**src/rtl/register_wb_arbiter_if.sv**
```systemverilog
// -----------------------------------------------------------------------------
// register_wb_arbiter_if
//   Bundles the writeback requester handshake, the register-file write port and
//   the read-hazard probe of register_wb_arbiter into one interface.
//
//   Signals (NREQ requesters, requester i owns slice i of each vector)
//     req_valid [NREQ]      requester i holds a write
//     req_waddr [NREQ*5]    destination register of requester i
//     req_wdata [NREQ*32]   write data of requester i
//     req_ready [NREQ]      one-hot grant back to the requesters
//     rden1/raddr1          read port 1 enable/address (copy of regfile request)
//     rden2/raddr2          read port 2 enable/address
//     wren/waddr/wdata      staged register-file write port
//     hazard1/hazard2       read port would return stale data this cycle
//
//   Modports
//     master : requester / read-port side (drives requests and read probes)
//     slave  : the arbiter itself
// -----------------------------------------------------------------------------
interface register_wb_arbiter_if #(
    parameter int NREQ = 3
);
    logic [NREQ-1:0]    req_valid;
    logic [NREQ*5-1:0]  req_waddr;
    logic [NREQ*32-1:0] req_wdata;
    logic [NREQ-1:0]    req_ready;

    logic               rden1;
    logic [4:0]         raddr1;
    logic               rden2;
    logic [4:0]         raddr2;

    logic               wren;
    logic [4:0]         waddr;
    logic [31:0]        wdata;
    logic               hazard1;
    logic               hazard2;

    modport master (
        output req_valid, req_waddr, req_wdata,
        output rden1, raddr1, rden2, raddr2,
        input  req_ready,
        input  wren, waddr, wdata,
        input  hazard1, hazard2
    );

    modport slave (
        input  req_valid, req_waddr, req_wdata,
        input  rden1, raddr1, rden2, raddr2,
        output req_ready,
        output wren, waddr, wdata,
        output hazard1, hazard2
    );
endinterface

```
**src/rtl/register_wb_arbiter.sv**
```systemverilog
// -----------------------------------------------------------------------------
// register_wb_arbiter
//   Shares the single register-file write port among NREQ writeback sources
//   (execute / load / CSR). A round-robin arbiter grants one valid requester per
//   cycle, the winning write is staged for one cycle and driven onto the
//   register-file write port, and both read ports are checked against that
//   staged write to flag stale reads.
//
//   Ports
//     clk  : clock, all state updates on posedge
//     rst  : synchronous reset, active-low
//     bus  : register_wb_arbiter_if.slave (requests, grant, write port, hazards)
// -----------------------------------------------------------------------------
module register_wb_arbiter #(
    parameter int NREQ = 3
) (
    input  logic                  clk,
    input  logic                  rst,
    register_wb_arbiter_if.slave  bus
);
    localparam int PW = $clog2(NREQ);

    logic [PW-1:0] ptr;
    logic [PW-1:0] winner;
    logic          any_valid;
    logic [PW:0]   sum;
    logic [PW-1:0] idx;

    logic          wren_q;
    logic [4:0]    waddr_q;
    logic [31:0]   wdata_q;

    logic [4:0]    addr_arr [NREQ];
    logic [31:0]   data_arr [NREQ];

    for (genvar i = 0; i < NREQ; i++) begin : g_unpack
        assign addr_arr[i] = bus.req_waddr[5*i +: 5];
        assign data_arr[i] = bus.req_wdata[32*i +: 32];
    end

    // Round-robin search starting at ptr. Walking the offsets from the far end
    // back to ptr lets the last hit be the nearest valid index after ptr.
    always_comb begin
        // NOTE: every variable gets a default before any branch so no latch is inferred.
        winner    = '0;
        any_valid = 1'b0;
        sum       = '0;
        idx       = '0;
        for (int k = NREQ - 1; k >= 0; k--) begin
            sum = {1'b0, ptr} + (PW+1)'(k);
            if (sum >= (PW+1)'(NREQ)) begin
                sum = sum - (PW+1)'(NREQ);
            end
            idx = sum[PW-1:0];
            if (bus.req_valid[idx]) begin
                winner    = idx;
                any_valid = 1'b1;
            end
        end
    end

    // Grant is masked during reset so no handshake can complete then.
    always_comb begin
        bus.req_ready = '0;
        if (rst && any_valid) begin
            bus.req_ready[winner] = 1'b1;
        end
    end

    // NOTE: sequential state uses non-blocking assignments so every register samples pre-edge values.
    always_ff @(posedge clk) begin
        if (!rst) begin
            wren_q  <= 1'b0;
            waddr_q <= '0;
            wdata_q <= '0;
            ptr     <= '0;
        end else if (any_valid) begin
            // x0 writes still complete the handshake but never reach the regfile.
            wren_q  <= (addr_arr[winner] != 5'd0);
            waddr_q <= addr_arr[winner];
            wdata_q <= data_arr[winner];
            ptr     <= (winner == PW'(NREQ - 1)) ? '0 : winner + 1'b1;
        end else begin
            wren_q  <= 1'b0;
        end
    end

    // A staged write still present when reset is asserted is dropped before the
    // register file can commit it on the reset edge.
    assign bus.wren  = wren_q & rst;
    assign bus.waddr = waddr_q;
    assign bus.wdata = wdata_q;

    // Only the staged write can make a read stale; x0 always reads as zero.
    assign bus.hazard1 = bus.rden1 & bus.wren & (bus.raddr1 == waddr_q) & (bus.raddr1 != 5'd0);
    assign bus.hazard2 = bus.rden2 & bus.wren & (bus.raddr2 == waddr_q) & (bus.raddr2 != 5'd0);

endmodule

```
**src/flat_wrapper.sv**
```systemverilog
// flat-port wrapper written by rule: the top's interface ports become plain ports
module register_wb_arbiter_flat 
#(
    parameter int NREQ = 3
)
  (clk, rst, bus_req_valid, bus_req_waddr, bus_req_wdata, bus_rden1, bus_raddr1, bus_rden2, bus_raddr2, bus_req_ready, bus_wren, bus_waddr, bus_wdata, bus_hazard1, bus_hazard2);
  register_wb_arbiter_if #(.NREQ(NREQ)) bus_i ();
  input  logic clk;
  input  logic rst;
  input wire logic [$bits(bus_i.req_valid)-1:0] bus_req_valid;
  input wire logic [$bits(bus_i.req_waddr)-1:0] bus_req_waddr;
  input wire logic [$bits(bus_i.req_wdata)-1:0] bus_req_wdata;
  input wire logic [$bits(bus_i.rden1)-1:0] bus_rden1;
  input wire logic [$bits(bus_i.raddr1)-1:0] bus_raddr1;
  input wire logic [$bits(bus_i.rden2)-1:0] bus_rden2;
  input wire logic [$bits(bus_i.raddr2)-1:0] bus_raddr2;
  output wire logic [$bits(bus_i.req_ready)-1:0] bus_req_ready;
  output wire logic [$bits(bus_i.wren)-1:0] bus_wren;
  output wire logic [$bits(bus_i.waddr)-1:0] bus_waddr;
  output wire logic [$bits(bus_i.wdata)-1:0] bus_wdata;
  output wire logic [$bits(bus_i.hazard1)-1:0] bus_hazard1;
  output wire logic [$bits(bus_i.hazard2)-1:0] bus_hazard2;
  assign bus_i.req_valid = bus_req_valid;
  assign bus_i.req_waddr = bus_req_waddr;
  assign bus_i.req_wdata = bus_req_wdata;
  assign bus_i.rden1 = bus_rden1;
  assign bus_i.raddr1 = bus_raddr1;
  assign bus_i.rden2 = bus_rden2;
  assign bus_i.raddr2 = bus_raddr2;
  assign bus_req_ready = bus_i.req_ready;
  assign bus_wren = bus_i.wren;
  assign bus_waddr = bus_i.waddr;
  assign bus_wdata = bus_i.wdata;
  assign bus_hazard1 = bus_i.hazard1;
  assign bus_hazard2 = bus_i.hazard2;
  register_wb_arbiter #(.NREQ(NREQ)) u_core (.clk(clk), .rst(rst), .bus(bus_i));
endmodule
```
**config.mk**
```make
export PLATFORM = sky130hd
export DESIGN_NAME = register_wb_arbiter_flat
export DESIGN_NICKNAME = d
export VERILOG_FILES = /design/src/rtl/register_wb_arbiter_if.sv /design/src/rtl/register_wb_arbiter.sv /design/src/flat_wrapper.sv
export SDC_FILE = /design/constraint.sdc
export NUM_CORES = 1
export LEC_CHECK = 0
export ABC_CLOCK_PERIOD_IN_PS = 5700
export CORE_AREA = 2 2 90 84
export DETAILED_ROUTE_END_ITERATION = 10
export DIE_AREA = 0 0 92 86
export PLACE_DENSITY_LB_ADDON = 0.3
export SYNTH_ARGS = -nofsm -noshare
export SYNTH_HDL_FRONTEND = slang
export SYNTH_SLANG_ARGS = --single-unit
```
**constraint.sdc**
```tcl
create_clock -name clk -period 5.7 [get_ports clk]
set_input_delay 1.425 -clock clk [delete_from_list [all_inputs] [get_ports clk]]
set_output_delay 1.425 -clock clk [all_outputs]
set_load 0.03 [all_outputs]
```
==> results of run 1 <==
[flip-flops by register name, summed over array words and instances (netlist names)]
name / flops
u_core.bus.waddr: 5
u_core.wren_q: 1
u_core.bus.wdata: 32
u_core.ptr: 2
[per-layer routing]
metal / GRT usage [%] / routed length, um / up-vias
met5: 0 / 0 / -
met4: 5.83 / 163 / 0
met3: 8.17 / 1000 / 15
met2: 43.4 / 4710 / 164
met1: 27.9 / 4000 / 1495
li1: - / - / 1510
[power by group through the flow]
stage | Combinational [mW] | Clock, mW | Sequential [mW]
6_report | 1.61 | 0.183 | 0.484
4_1_cts | 1.61 | 0.188 | 0.484
2_1_floorplan | 0.930 | 0 | 0.681
3_3_place_gp | 1.58 | 0 | 0.484
3_5_place_dp | 1.61 | 0 | 0.487
5_1_grt | 1.71 | 0.203 | 0.499
[cell type report]
| type | instances | share of cell area (%) |
|---|---|---|
| tap | 93 | 2.54 |
| timing repair buffer | 179 | 38.7 |
| multi-input combinational | 252 | 39.2 |
| clock inverter | 2 | 0.274 |
| inverter | 4 | 0.328 |
| sequential | 40 | 17.5 |
| clock buffer | 5 | 1.50 |
[worst reg2reg max path: cells and delay by family (launching register included)]
family / cells / cell delay (ps)
muxes: 1 / 360
AOI/OAI and AO/OA: 4 / 1310
adders and majority gates: 1 / 440
buffers and inverters: 2 / 390
DFF: 1 / 360
[how the worst max path moves through the flow]
stage	startpoint	end	slack (ps)
2_1_floorplan	bus_req_valid[2]	bus_req_ready[0]	1230
3_3_place_gp	bus_req_valid[1]	bus_req_ready[2]	560
3_5_place_dp	bus_req_valid[1]	bus_req_ready[2]	530
4_1_cts	bus_req_valid[1]	bus_req_ready[2]	490
5_1_grt	bus_req_valid[1]	bus_req_ready[2]	340
6_report	bus_req_valid[1]	bus_req_ready[2]	470
[cells in the final DEF (no fill, tap or decap), drive strengths merged, types with 2 or more instances in the layout]
cell           synthesis  layout
or4                    2       2
buf                   26       9
ha                     3       3
o221ai                 2       2
clkbuf                 7       5
nand2                 41      41
a22oi                  3       3
nor4                   2       2
xnor2                  8       8
a21oi                  4       4
nor2b                  2       2
nand3                  4       4
o41ai                 37      37
mux2i                  2       2
nand2b                 4       4
clkdlybuf4s50          0     170
a221oi                 2       2
inv                    4       4
nor3                  80      80
nor2                  39      39
nand3b                 2       2
dfxtp                 40      40
[through the flow]
stage | utilization (%) | instance area (um^2) | cells | hold slack [ps]
2_1_floorplan | - | 2790 | 329 | 448
3_3_place_gp | 65.2 | 4490 | 568 | 435
3_5_place_dp | 65.2 | 4490 | 568 | 442
4_1_cts | 66.3 | 4570 | 575 | 461
5_1_grt | 66.3 | 4570 | 575 | 486
6_report | 66.3 | 4570 | 575 | 459
[logic make-up after synthesis]
group,share of synthesized area (%)
and+or+nand+nor,30.4
adders and majority gates,1.35
buffers and inverters,8.12
xor gates and xnor gates,2.51
muxes,1.26
DFF,28.7
AOI/OAI and AO/OA,27.7
==> key figures, run 1 <==
Timing
  • Worst-Margin Slew: between 900 and 1000 ps
  • Total negative slack: 0 ps
  • Final Max Tran Viols: 0
  • Final hold violations: 0
  • Setup ws final: 471 ps
  • Fmax: 191 MHz
  • Fin crit period: approximately 5200 ps
  • Max_slew headroom: between 30% and 40%
  • Final Cycle Share: 91.7%
  • Clock skew: approximately 11 ps
  • Setup violations, final: 0
  • RSZ-0062 raised after global routing: false

Clocking
  • Post-CTS setup buffers: 0
  • Clock root buffer: clkbuf_8
  • Post-CTS Resized: 0
  • Worst-path clk slew: approximately 80 ps
  • Clock latency on the worst-skew pair: 290 ps
  • CTS max path bufs: 2
  • CTS tree: done
  • # hold bufs at CTS: 0
  • CTS H-Tree Depth: 2
  • CTS Buf Count: 5
  • Clock sinks: 40

Worst hold path
  • Worst hold stages: 2
  • Hold EP: u_core.bus.wdata[0]
  • Hold crit path type: reg2reg
  • HP Start: u_core.bus.wdata[0]

Setup path
  • Length in cells of the worst reg-to-reg path: 8
  • Crit path launch type: input port
  • Crit path max fanout: 9
  • Worst path arrival time: roughly 3800 ps
  • WP depth: 7
  • CP max stage cell: clkdlybuf4s50_1
  • CP cell instances: clkdlybuf4s50_1 > mux2i_2 > o221ai_2 > nor3b_2 > nand2b_2 > nor3_1 > clkdlybuf4s50_1
  • Critical Path Sink Type: output port
  • Buffers and inverters on the worst path: 2
  • Largest stage delay on the critical path: approximately 730 ps
  • Setup Crit Path Kind: in2out
  • Worst reg2reg startpoint: u_core.ptr[0]
  • Crit path max-delay family: buffers and inverters
  • Crit-path most repeated cell: clkdlybuf4s50_1
  • Required time worst endpoint: between 4000 and 5000 ps
  • Reg-to-Reg End: u_core.wren_q
  • Worst R2R Setup Slack: roughly 2800 ps

Floorplanning
  • Starting density of the core: slightly above 40%
  • I/O Pins: approximately 170
  • Die width: between 90 and 100 um
  • Area of the core: around 0.0069 mm^2
  • Die ar.: 0.00791 mm^2
  • Row count: 29
  • Chip height: roughly 86 um

Synth
  • Syn Area/Cell: roughly 8.5 um^2
  • Post-Syn Nets: 460
  • Post-synthesis cell area: around 0.0028 mm^2
  • Asr flop ratio synth: 0%
  • Top-count cell post-synth: nor3_1
  • Post-synth EDFFs: 0
  • Synth cell count leaders: nor3_1, nand2_1, dfxtp_1, nor2_1, o41ai_2
  • Syn. warnings: 0
  • Area contributors post-synth: dfxtp_1, o41ai_2, nor3_1
  • Netlist cell types: 43
  • Flops & latches, synth: 40
  • Post-synthesis cell count: 329
  • Yosys top cell by area: dfxtp_1
  • Top_reg_cell synth: dfxtp_1
  • Sequential area share after synthesis: between 20 and 30%
  • Area fraction of the dominant cell type after synthesis: 28.7%

Pwr
  • Sw frac: 49.6%
  • Int Pwr: around 1.1 mW
  • PwrDens: between 400 and 500 mW/mm^2
  • Logic pwr share: a little over two thirds
  • Power, Total: about 2.3 mW
  • Leak Pwr: 1.71 nW
  • Clock share of power: 8.1%
  • IR Drop Worst-Case VDD: between 0.2 and 0.3 mV
  • Sw power: 1.13 mW
  • Share of total power in sequential cells: between 20% and 30%

Placement
  • Hpwl dp: ~7200 um
  • Final GP Congestion: roughly 0.86
  • Placement Setup Slack: between 500 and 600 ps
  • Port Buffers: between 150 and 200

Route
  • Vias: between 3000 and 4000
  • Pre-antenna DRT Iters: 4
  • Average wire per standard cell: roughly 17 um
  • Final ANT Viol Nets: 0
  • WL final: around 10000 um
  • Vias per std cell: approximately 5.5
  • Post-route DRC: 0
  • DR iter-0 viols: about 140

Global routing
  • Grt ovf: 0
  • First-pass GRT wire length: 15500 um
  • Largest net degree at the start of global routing: between 70 and 80
  • Initial antenna violation count: 0
  • Vias in the first global route: between 3000 and 4000
  • GRT Total Usage: 24.2%

Final layout
  • Layout cell share with drive strength beyond 1: 13.7%
  • Ant diodes: 0
  • Synthesis-to-finish area growth: 64.0%
  • Final #Nets: ~610
  • Multi-input gate area: roughly 0.0018 mm^2
  • Fill cell count: about 550
  • Register area: 801 um^2

Run status
  • Run status: complete, no violations

Job
  • Max Cap Viol: 0
No activity file was read; power rests on OpenSTA's default activity.
==> inputs of run 2 (changes only) <==
Settings changed: CORE_AREA 2 2 90 84 to 2 2 95 88, DIE_AREA 0 0 92 86 to 0 0 97 90.
==> run 2 against run 1 <==
Effect of this change: clock power is 9.8% higher; non-clock buffer count is 1 lower; worst setup slack worse by 97 ps; critical endpoint is now bus_req_ready[0]; largest power group unchanged; register-to-register slack hardly changed; clock skew is 2.4 ps lower; flip-flop and latch count stayed put; sequential power hardly changed; utilization is 7.5 points lower; combinational power hardly changed; routed wire length is 4.6% lower; final cell count is 1.0% higher; fmax is 1.8% lower.
==> key figures, run 2 (synthesis gave the netlist of run 1 again) <==
Route
  • Vias: 3117
  • Average wire per standard cell: 16.2 um
  • Vias per std cell: around 5.4
  • Pre-antenna DRT Iters: 4
  • WL final: between 9000 and 10000 um
  • Post-route DRC: 0
  • Final ANT Viol Nets: 0
  • DR iter-0 viols: 91

Pwr
  • PwrDens: between 400 and 500 mW/mm^2
  • Share of total power in sequential cells: a little over a fifth
  • Int Pwr: between 1 and 1.5 mW
  • Clock share of power: 8.8%
  • Sw power: between 1 and 1.5 mW
  • IR Drop Worst-Case VDD: 0.280 mV
  • Logic pwr share: a little over two thirds
  • Leak Pwr: approximately 1.7 nW
  • Sw frac: about half

Final layout
  • Final cell count without fillers: 581
  • Commonest non-fill, non-tap cell in the layout: clkdlybuf4s50_1
  • Ant diodes: 0
  • Final #Nets: between 600 and 700
  • Layout cell share with drive strength beyond 1: 13.7%
  • Synthesis-to-finish area growth: 64.4%
  • Fin util: 58.8%
  • Max FFs per register: 32
  • Most frequent cells in the layout: clkdlybuf4s50_1, nor3_1, nand2_1, dfxtp_1, nor2_1

Floorplanning
  • Row count: 31
  • Chip height: 90 um
  • Die width: between 90 and 100 um
  • Area of the core: 0.00780 mm^2
  • I/O Pins: 171
  • Starting density of the core: 35.8%
  • Die ar.: between 0.008 and 0.009 mm^2

Timing
  • Fin crit period: about 5300 ps
  • RSZ-0062 raised after global routing: false
  • Final Max Tran Viols: 0
  • Max_slew headroom: between 20 and 30%
  • Setup ws final: 374 ps
  • Final hold violations: 0
  • Final Cycle Share: around 93%
  • Fmax: 188 MHz
  • Setup violations, final: 0
  • Hold slack: roughly 460 ps
  • Total negative slack: 0 ps
  • Clock skew: roughly 8.5 ps
  • Worst-Margin Slew: approximately 1100 ps

Setup path
  • Crit path launch type: input port
  • Crit path max-delay family: buffers and inverters
  • Buffers and inverters on the worst path: 2
  • Critical Path Sink Type: output port
  • CP cell instances: clkdlybuf4s50_1 > mux2i_1 > o221ai_2 > nor3b_2 > nand2b_2 > nor3_1 > clkdlybuf4s50_1
  • CP max stage cell: clkdlybuf4s50_1
  • Crit-path most repeated cell: clkdlybuf4s50_1
  • Largest stage delay on the critical path: about 720 ps
  • Crit path max fanout: 8
  • Worst path arrival time: 3900 ps
  • Worst R2R Setup Slack: around 2800 ps
  • Required time worst endpoint: about 4300 ps
  • Setup Crit Path Kind: in2out

Clocking
  • Post-CTS setup buffers: 0
  • CTS tree: done
  • Clock sinks: 40
  • CTS max path bufs: 2
  • # hold bufs at CTS: 0
  • CTS Buf Count: 5
  • CTS H-Tree Depth: 2
  • Clock root buffer: clkbuf_8
  • Worst-path clk slew: around 80 ps
  • Post-CTS Resized: 0
  • Clock latency on the worst-skew pair: roughly 290 ps

Global routing
  • Largest net degree at the start of global routing: 76
  • Vias in the first global route: between 3000 and 4000
  • Initial antenna violation count: 0
  • First-pass GRT wire length: around 15000 um
  • GRT Total Usage: 20.9%
  • Grt ovf: 0

Placement
  • Hpwl dp: roughly 6800 um
  • Final GP Congestion: about 0.79
  • Placed Cells: 573
  • Port Buffers: 170
  • Placement Setup Slack: about 370 ps

Worst hold path
  • Hold crit path type: reg2reg

Job
  • Max Cap Viol: 0

Run status
  • Run status: complete, no violations
## run 2: cell types whose count changed in the layout (fill, tap and decap cells not counted)
cell,previous run,this run
buf_4,9,8
clkbuf_8,5,6
clkinv_2,1,2
clkinvlp_4,1,0
## run 2: per-stage QoR
stage	instance area [um^2]	power [mW]
after CTS	4580	2.30
after floorplan	2790	1.61
after global routing	4580	2.43
final	4580	2.28
after global placement	4490	2.07
after detailed placement	4490	2.10
## run 2: path summary, 6_finish.rpt
| kind | startpoint | endpoint | cells past startpoint |
|---|---|---|---|
| worst max-delay path | bus_req_valid[2] | bus_req_ready[0] | 7 |
| worst min-delay path | u_core.bus.wdata[30] | u_core.bus.wdata[30] | 2 |
| worst max register to register | u_core.ptr[0] | u_core.bus.wdata[23] | 8 |
| worst min register to register | u_core.bus.wdata[30] | u_core.bus.wdata[30] | 2 |
## run 2: power groups by stage
stage / Clock (mW) / Sequential (mW) / Combinational (mW)
detailed placement: 0 / 0.486 / 1.61
finish: 0.201 / 0.481 / 1.60
global placement: 0 / 0.482 / 1.59
floorplan: 0 / 0.681 / 0.930
CTS: 0.206 / 0.482 / 1.61
global route: 0.216 / 0.498 / 1.72
## run 2: tightest hold or removal path: stages, from the launching register on
cell and delay [ps]:
dfxtp_1 340, nand2_1 60, o41ai_2 40
## run 2: cell type report
class	count	area, um^2
sequential	40	801
fill	717	3210
inverter	4	15.0
clock inverter	2	10.0
tap	99	124
clock buffer	6	82.6
timing repair buffer	178	1760
multi-input combinational	252	1790
## run 2: routing by layer
layer / track usage (%) / vias up / wire [um]
met5: 0 / - / 0
met4: 6.10 / 0 / 87
met3: 7.15 / 9 / 762
met2: 36.9 / 122 / 4510
met1: 23.8 / 1478 / 4070
li1: - / 1508 / -
